<file path="src/rtl/mux_pkg.sv">
`default_nettype none
// ============================================================================
// Module   : mux_pkg
// Purpose  : Shared constants and types for the mux4_rr_sched scheduler.
//            - NUM_CH / CH_W        : channel count and channel-index width
//            - BURST_MAX_MIN / _LIM : legal range of the BURST_MAX parameter
//            - BURST_CNT_W          : width of the optional burst counter
//            - state_t              : two-state scheduler FSM encoding
// Revision : 1.0 - initial release
// ============================================================================
package mux_pkg;

    localparam int NUM_CH        = 4;
    localparam int CH_W          = 2;
    localparam int BURST_MAX_MIN = 1;
    localparam int BURST_MAX_LIM = 15;
    localparam int BURST_CNT_W   = 4;

    // IDLE: output register empty. HOLD: output register holds a transfer.
    typedef enum logic [0:0] {
        IDLE = 1'b0,
        HOLD = 1'b1
    } state_t;

endpackage : mux_pkg
`default_nettype wire

</file>
<file path="src/rtl/rr_pick4.sv">
`default_nettype none
// ============================================================================
// Module   : rr_pick4
// Purpose  : Combinational round-robin search. Finds the first requesting
//            channel in the order ptr, ptr+1, ptr+2, ptr+3 (modulo 4).
// Ports    : req   [3:0] in  - per-channel request
//            ptr   [1:0] in  - highest-priority channel
//            found       out - at least one request present
//            idx   [1:0] out - winning channel (ptr when nothing requests)
// Revision : 1.0 - initial release
// ============================================================================
module rr_pick4
    import mux_pkg::*;
(
    input  logic [NUM_CH-1:0] req,
    input  logic [CH_W-1:0]   ptr,
    output logic              found,
    output logic [CH_W-1:0]   idx
);

    always_comb begin
        found = |req;
        idx   = ptr;
        // Walk from the lowest priority up so the highest-priority hit
        // is the last assignment and therefore wins.
        for (int k = NUM_CH - 1; k >= 0; k--) begin
            if (req[ptr + CH_W'(k)]) begin
                idx = ptr + CH_W'(k);
            end
        end
    end

endmodule : rr_pick4
`default_nettype wire

</file>
<file path="src/rtl/mux4_rr_sched.sv">
`default_nettype none
// ============================================================================
// Module   : mux4_rr_sched
// Purpose  : Round-robin scheduler in front of a 4:1 mux. Arbitrates four
//            request lines, captures the winner's data slice into an output
//            register and presents it downstream with valid/ready.
// Macro    : RR_LOCK_EN - when defined, a granted channel that keeps
//            requesting is served up to BURST_MAX times in a row.
// Ports    : clk                  in  - clock, rising edge
//            rst                  in  - asynchronous active-high reset
//            req   [3:0]          in  - per-channel request
//            in    [4*DATA_W-1:0] in  - channel data, ch i at i*DATA_W
//            ack   [3:0]          out - one-hot capture strobe (comb.)
//            sel   [1:0]          out - registered select of held channel
//            out   [DATA_W-1:0]   out - captured data
//            out_ch[1:0]          out - channel index of out
//            out_valid            out - out/out_ch hold a pending transfer
//            out_ready            in  - downstream accepts the transfer
// Revision : 1.0 - initial release
// ============================================================================
module mux4_rr_sched
    import mux_pkg::*;
#(
    parameter int DATA_W    = 1,
    parameter int BURST_MAX = 4
) (
    input  logic                     clk,
    input  logic                     rst,
    input  logic [NUM_CH-1:0]        req,
    input  logic [NUM_CH*DATA_W-1:0] in,
    output logic [NUM_CH-1:0]        ack,
    output logic [CH_W-1:0]          sel,
    output logic [DATA_W-1:0]        out,
    output logic [CH_W-1:0]          out_ch,
    output logic                     out_valid,
    input  logic                     out_ready
);

    if ((BURST_MAX < BURST_MAX_MIN) || (BURST_MAX > BURST_MAX_LIM)) begin : g_burst_range
        $error("mux4_rr_sched: BURST_MAX out of legal range");
    end

    state_t              r_state;
    state_t              w_state_nxt;
    logic [CH_W-1:0]     r_ptr;
    logic [CH_W-1:0]     w_ptr_nxt;
    logic [CH_W-1:0]     r_sel;
    logic [CH_W-1:0]     w_sel_nxt;
    logic [DATA_W-1:0]   r_out;
    logic [DATA_W-1:0]   w_out_nxt;

    logic                w_hs;
    logic                w_lock;
    logic [CH_W-1:0]     w_rot_ptr;
    logic [CH_W-1:0]     w_ptr_eff;
    logic                w_found;
    logic [CH_W-1:0]     w_pick_idx;
    logic [CH_W-1:0]     w_idx;
    logic                w_load;
    logic [DATA_W-1:0]   w_data;

    assign w_hs      = (r_state == HOLD) && out_ready;
    assign w_rot_ptr = r_sel + 2'd1;

`ifdef RR_LOCK_EN
    localparam logic [BURST_CNT_W:0] c_burst = (BURST_CNT_W + 1)'(BURST_MAX);

    logic [BURST_CNT_W-1:0] r_cnt;
    logic [BURST_CNT_W-1:0] w_cnt_nxt;

    // Stay on the current channel while it still requests and the burst
    // budget is not yet used up.
    assign w_lock = w_hs && req[r_sel] &&
                    (({1'b0, r_cnt} + (BURST_CNT_W + 1)'(1)) < c_burst);
`else
    assign w_lock = 1'b0;
`endif

    // A handshake rotates the pointer in the same cycle, so the search for
    // the next winner already starts after the channel just served.
    assign w_ptr_eff = w_hs ? w_rot_ptr : r_ptr;

    rr_pick4 u_pick (
        .req   (req),
        .ptr   (w_ptr_eff),
        .found (w_found),
        .idx   (w_pick_idx)
    );

    assign w_idx  = w_lock ? r_sel : w_pick_idx;
    assign w_load = w_found && ((r_state == IDLE) || out_ready);

    // 4:1 data select slice feeding the output register.
    always_comb begin
        w_data = in[0 +: DATA_W];
        case (w_idx)
            2'd0: w_data = in[0 * DATA_W +: DATA_W];
            2'd1: w_data = in[1 * DATA_W +: DATA_W];
            2'd2: w_data = in[2 * DATA_W +: DATA_W];
            2'd3: w_data = in[3 * DATA_W +: DATA_W];
        endcase
    end

    // ack is combinational; forced low while reset is held.
    assign ack = (w_load && !rst) ? (4'b0001 << w_idx) : 4'b0000;

    always_comb begin
        w_state_nxt = r_state;
        w_ptr_nxt   = r_ptr;
        w_sel_nxt   = r_sel;
        w_out_nxt   = r_out;
`ifdef RR_LOCK_EN
        w_cnt_nxt   = r_cnt;
`endif
        if (w_hs && !w_lock) begin
            w_ptr_nxt = w_rot_ptr;
        end
        if (w_load) begin
            w_state_nxt = HOLD;
            w_sel_nxt   = w_idx;
            w_out_nxt   = w_data;
`ifdef RR_LOCK_EN
            w_cnt_nxt   = w_lock ? (r_cnt + BURST_CNT_W'(1)) : '0;
`endif
        end else if (w_hs) begin
            // Handshake with nothing to reload: drain to IDLE, sel keeps value.
            w_state_nxt = IDLE;
`ifdef RR_LOCK_EN
            w_cnt_nxt   = '0;
`endif
        end
    end

    always_ff @(posedge clk or posedge rst) begin
        if (rst) begin
            r_state <= IDLE;
            r_ptr   <= '0;
            r_sel   <= '0;
            r_out   <= '0;
`ifdef RR_LOCK_EN
            r_cnt   <= '0;
`endif
        end else begin
            r_state <= w_state_nxt;
            r_ptr   <= w_ptr_nxt;
            r_sel   <= w_sel_nxt;
            r_out   <= w_out_nxt;
`ifdef RR_LOCK_EN
            r_cnt   <= w_cnt_nxt;
`endif
        end
    end

    assign sel       = r_sel;
    assign out_ch    = r_sel;
    assign out       = r_out;
    assign out_valid = (r_state == HOLD);

endmodule : mux4_rr_sched
`default_nettype wire

</file>
<file path="config.mk">
export PLATFORM = sky130hd
export DESIGN_NAME = mux4_rr_sched
export DESIGN_NICKNAME = d
export VERILOG_FILES = /design/src/rtl/mux_pkg.sv /design/src/rtl/rr_pick4.sv /design/src/rtl/mux4_rr_sched.sv
export SDC_FILE = /design/constraint.sdc
export NUM_CORES = 1
export LEC_CHECK = 0
export BUFFER_PORTS_ARGS = -buffer_cell sky130_fd_sc_hd__buf_2
export CAP_MARGIN = 0
export CORE_AREA = 5 5 42 44
export DETAILED_ROUTE_END_ITERATION = 12
export DIE_AREA = 0 0 47 49
export PLACE_DENSITY_LB_ADDON = 0.3
export SKIP_CTS_REPAIR_TIMING = 1
export SYNTH_ARGS = -nofsm -noshare
export SYNTH_HDL_FRONTEND = slang
export SYNTH_HIERARCHICAL = 1
export SYNTH_SLANG_ARGS = --single-unit
</file>
<file path="constraint.sdc">
create_clock -name clk -period 2.26 [get_ports clk]
set_clock_uncertainty 0.05 [all_clocks]
set_input_delay 0 -clock clk [delete_from_list [all_inputs] [get_ports clk]]
set_output_delay 0 -clock clk [all_outputs]
set_load 0.01 [all_outputs]
</file>
# Yosys cells after proc, flatten, opt, wreduce, memory -nomap -nowiden

Index checks and enable logic that the tools add are counted.

Muxes and demuxes: 17
Magnitude comparators: 4
Shift-type cells: 1
Bitwise gates (word level): 1
$add $sub $neg: 4
Equality and inequality tests: 3
Reduce and logical (&&, ||, !) cells: 8

Operator list:

| kind                | count |
|---|---|
| $lt 2x3->1 const B  | 4 |
| $mux 2              | 5 |
| $bmux 1 s2          | 4 |
| $mux 1              | 6 |
| $add 2x1->2 const B | 2 |
| $add 2x2->2 const B | 2 |
| $eq 2x2->1 const B  | 2 |
| $mux 4              | 1 |
| $pmux 1 s4          | 1 |
| $reduce_or 4->1     | 1 |
| $shl 1x2->4 const A | 1 |
| $logic_and 1x1->1   | 3 |
| $eq 2x1->1 const B  | 1 |
| $logic_not 2->1     | 1 |
| $reduce_bool 2->1   | 1 |
| $logic_not 1->1     | 1 |
| $logic_or 1x1->1    | 1 |
| $not 1->1           | 1 |

Flip-flop bits (word level): 6
Bits of input ports: 11

# Depth between registers and ports, before layout

Depth in word-level cells: 11
Gate-level depth with buffers: 8
Depth with buffers taken out: 8

# Hierarchy

Netlist, hierarchy kept.

Modules (own cells, without submodules):

| module        | instances | area an instance (um^2) | cells each |
|---|---|---|---|
| mux4_rr_sched | 1         | 305.3                   | 26 |
| rr_pick4      | 1         | 100.1                   | 16 |

# Least setup slack after synthesis

OpenSTA, ideal clock, no wires.

Path type: reg2reg
Start point: register r_state, in the netlist out_valid
End point: register r_out, in the netlist out
Cell stages (with the launch flop): 8
Setup slack: -0.063 ns
Required time: 2.085 ns
Data arrival time: 2.149 ns
Library setup time: 0.125 ns
Path through: dfrtp_1 -> nand2_1 -> o21ai_0 -> and2b_2 -> or4_1 -> nand2_1 -> mux4_2 -> mux2_2

Longest elaborated chain between the ends: 11
Elaborated cells between the ends (all ways): 25
Those cells by class: 3 x add/sub; 3 x eq/ne; 14 x mux; 1 x bitwise; 4 x reduce/logical

Ends and longest elaborated chain:

| what                               | RTL line                       | text |
|---|---|---|
| from (decl)                        | mux4_rr_sched.sv:43            | `state_t r_state;` |
| from (signal assigned)             | mux4_rr_sched.sv:144           | `r_state <= w_state_nxt;` |
| $logic_and 1x1->1 *                | mux4_rr_sched.sv:62            | `assign w_hs = (r_state == HOLD) && out_ready;` |
| $mux 2 *                           | --                             |  |
| net w_ptr_eff[0]                   | mux4_rr_sched.sv:55            | `logic [CH_W-1:0] w_ptr_eff;` |
| $add 2x2->2                        | rr_pick4.sv:27, rr_pick4.sv:28 |  |
| $bmux 1 s2                         | rr_pick4.sv:27                 | `if (req[ptr + CH_W'(k)]) begin` |
| $mux 1 (implied by the code)       | rr_pick4.sv:27                 |  |
| $mux 2 (3 in series)               | rr_pick4.sv:27                 |  |
| $mux 2 *                           | rr_pick4.sv:27                 |  |
| net w_idx[1]                       | mux4_rr_sched.sv:58            | `logic [CH_W-1:0] w_idx;` |
| $eq 2x2->1 (tied with other cells) | mux4_rr_sched.sv:96            | `case (w_idx)` |
| $pmux 1 s4 *                       | mux4_rr_sched.sv:96            |  |
| to (signal assigned)               | mux4_rr_sched.sv:147           | `r_out <= w_out_nxt;` |
| to (decl)                          | mux4_rr_sched.sv:49            | `logic [DATA_W-1:0] r_out;` |

The timed path passes the listed nets; every way through them passes the cells marked *. The select of a mux whose other input is x is not followed.
A chain may end at the register's enable or synchronous reset.

# Worst setup path in the final report

Start point: register r_sel[0], in the netlist out_ch[0]
End point: register r_out, in the netlist out

Longest elaborated chain between the ends: 11
Elaborated cells between the ends (all ways): 22
Those cells by class: 4 x add/sub; 3 x eq/ne; 14 x mux; 1 x reduce/logical

Ends and longest elaborated chain:

| what                               | RTL line                       | text |
|---|---|---|
| from (decl)                        | mux4_rr_sched.sv:47            | `logic [CH_W-1:0] r_sel;` |
| from (signal assigned)             | mux4_rr_sched.sv:146           | `r_sel <= w_sel_nxt;` |
| $add 2x1->2 *                      | mux4_rr_sched.sv:63            | `assign w_rot_ptr = r_sel + 2'd1;` |
| $mux 2 *                           | --                             |  |
| net w_ptr_eff[1]                   | mux4_rr_sched.sv:55            |  |
| $add 2x2->2                        | rr_pick4.sv:27, rr_pick4.sv:28 |  |
| $bmux 1 s2                         | rr_pick4.sv:27                 |  |
| $mux 1 (implied by the code)       | rr_pick4.sv:27                 |  |
| $mux 2 (3 in series)               | rr_pick4.sv:27                 |  |
| $mux 2 *                           | rr_pick4.sv:27                 |  |
| net w_idx[1]                       | mux4_rr_sched.sv:58            |  |
| $eq 2x2->1 (tied with other cells) | mux4_rr_sched.sv:96            |  |
| $pmux 1 s4 *                       | mux4_rr_sched.sv:96            |  |

Marked as above.

==> results.txt <==
area of the multi-input gates = 296.5 sq um
failing checks = negative setup slack
status = finished, violations left
Max clock buf depth = 2
clock latency on the worst-skew pair = 0.24 ns
met3 usage = 0.3690%
Hold WC Path Type = input pin to flop
EDFF count, synth = 0
Ys Warns = 6
number of fill cells = 153
DR DRC count = 0
Buffers & Inverters on Critical Path = 1
number of cell rows = 14
Reg power frac = 25.0%
Worst Setup End Kind = flop
Final Hold Fails = 0
Comb power frac = 62.0%
ys flop type = dfrtp_1
TNS Setup = -0.01586 ns
Final GP Congestion = 0.6910
first-pass GRT wire length = 1469 microns
post-synth cell types = 21
Inserted Clock Buffers = 3
Avg Inst Size Synth = 9.652 sq um
Layout Utilization = 47.95%
Req. time, crit path = 2.33 ns
peak supply drop = 0.3917 mV
Worst path max stage delay = 0.47 ns
ANT nets after route = 0
Worst setup SP type = flop
sw frac = 35.53%
Overflow after GRT = 0
WS Path Type = flop to flop
switching pwr = 261.7 uW
Core Region = 0.001401 sq mm
Leak = 0.3331 nW
Overall Global Routing Usage = 8.563%
Max Cap Viol = 0
M2 GR Usage = 13.35%
async set-reset flop share out of synthesis = 100.0%
CTS tree = yes
Clock transition at path regs = 0.05 ns
Initial Util = 28.93%
share of layout cells above drive strength 1 = 68.06%
busiest layer in global routing = met2
vias in the first global route = 368
Worst EP arrival = 2.35 ns
Via Count = 434
Post-Syn Instances = 42
RSZ-0062 raised after global routing = true
fin crit share = 100.7%
Max Freq = 0.4394 GHz
crit path cell chain = xnor2_2 -> o21ai_2 -> and3b_1 -> or4_4 -> nand2_2 -> buf_4 -> mux4_2 -> mux2_2
initial antenna violation count = 0
Antenna diodes = 0
slack of the critical path = -0.01586 ns
Syn-to-layout area delta = 65.74%
DR vias/cell = 4.932
H-tree depth = 1
placement-stage worst setup slack = -0.04623 ns
CP max stage cell = or4_4
Seq cells post-synth = 6
CTS root buffer = clkbuf_4
PD cells = 1096 mW/mm^2
Mapped Area = 405.4 sq um
Max FO, Critical Path = 6
P_int = 474.8 uW
Slew Limit Fails = 0
Register Area = 151.4 sq um
clock share of power = 13.1%
final WL = 1076 microns
drt first-iter violations = 9
Synth Net Count = 53
Slew HR = 72.04%
I/O pin total = 21
total die area = 0.002303 sq mm
Chip Width = 47 microns
final setup violation count = 1
Overall Power = 736.5 uW
worst slew pin tran = 0.4184 ns
fin nets = 85
sequential area share after synthesis = 37.04%
largest net degree at the start of global routing = 8
drt pass-1 iters = 4
die span in y = 49 microns
drt wl/cell = 12.23 microns
met1 usage = 9.821%
Tmin final = 2.276 ns
cell family with most CP delay = simple AND/OR/NAND/NOR gates
# clock sinks = 6
Port-buffer cells = 20
[through the flow]
step	instances	hold WS, ns	cell area (sq um)
global route	88	0.03566	671.9
finish	88	0.02679	671.9
detailed placement	80	-0.07943	543.0
floorplan	42	-0.2590	407.9
CTS	83	-0.3334	565.5
global placement	80	-0.08121	543.0
[Yosys cell counts, types with 2 or more instances]
cell	n	area, sq um
inv_1	2	7.510
nor2_1	2	7.510
nand2_1	6	22.52
dfrtp_1	6	150.1
and2b_2	2	17.52
buf_4	2	15.01
mux2_2	3	33.78
nor4b_1	2	17.52
o21ai_0	4	20.02
nand2b_1	2	12.51
[power by group through the flow]
| stage | combinational, mW | sequential, mW | clock (mW) |
|---|---|---|---|
| 6_report | 0.456 | 0.184 | 0.0962 |
| 3_5_place_dp | 0.340 | 0.180 | 0 |
| 2_1_floorplan | 0.212 | 0.193 | 0 |
| 5_1_grt | 0.495 | 0.193 | 0.104 |
| 3_3_place_gp | 0.335 | 0.177 | 0 |
| 4_1_cts | 0.340 | 0.178 | 0.0985 |
[per-layer routing]
metal	up-vias	part of all wire, %
met4	0	1.8
met1	204	41
li1	216	-
met3	2	4.8
met2	12	53
met5	-	0
[sequential cells by signal (all words and copies together) (netlist names)]
register,count
out,1
out_ch,2
out_valid,1
r_ptr,2
[tightest hold or removal path, stage by stage]
cell      delay [ns]
buf_2           0.09
nand2b_1        0.12
nand2b_1        0.06
[cell type report]
| class | instances | area share (%) |
|---|---|---|
| sequential | 6 | 22.53 |
| multi-input combinational | 32 | 44.13 |
| clock buffer | 3 | 3.352 |
| tap | 16 | 2.980 |
| timing repair buffer | 29 | 25.88 |
| inverter | 2 | 1.117 |
[cell families after synthesis]
kind of cell    count (synthesis)  synth area share (%)
compound gates                  7                 11.11
simple gates                   20                 30.25
xor+xnor                        1                 2.161
buf+inv                         4                 5.555
flops                           6                 37.04
mux                             4                 13.89
[worst paths after layout]
kind | startpoint | end | slack [ns] | cells past startpoint
max | out_ch[0] | out | -0.02 | 8
min | out_ready | out_valid | 0.03 | 3
max reg2reg | out_ch[0] | out | -0.02 | 8
min reg2reg | out | out | 0.45 | 1
max in group asynchronous | rst | out_ch[0] | 1.69 | 3
min in group asynchronous | rst | r_ptr[0] | 0.26 | 3
[placed cells by master, fill, tap and decap left out, types with 2 or more instances in the layout]
master    Yosys  final
nor2_1        2      2
buf_2         0     20
dfrtp_1       6      5
o21ai_0       4      2
o21ai_2       0      2
inv_1         2      2
nand2_1       6      4
and2b_2       2      2
nand2_2       0      2
clkbuf_4      0      3
nand2b_1      2      2
mux2_2        3      3
buf_4         2      7
Note: power is estimated with default switching activity, not from simulation.
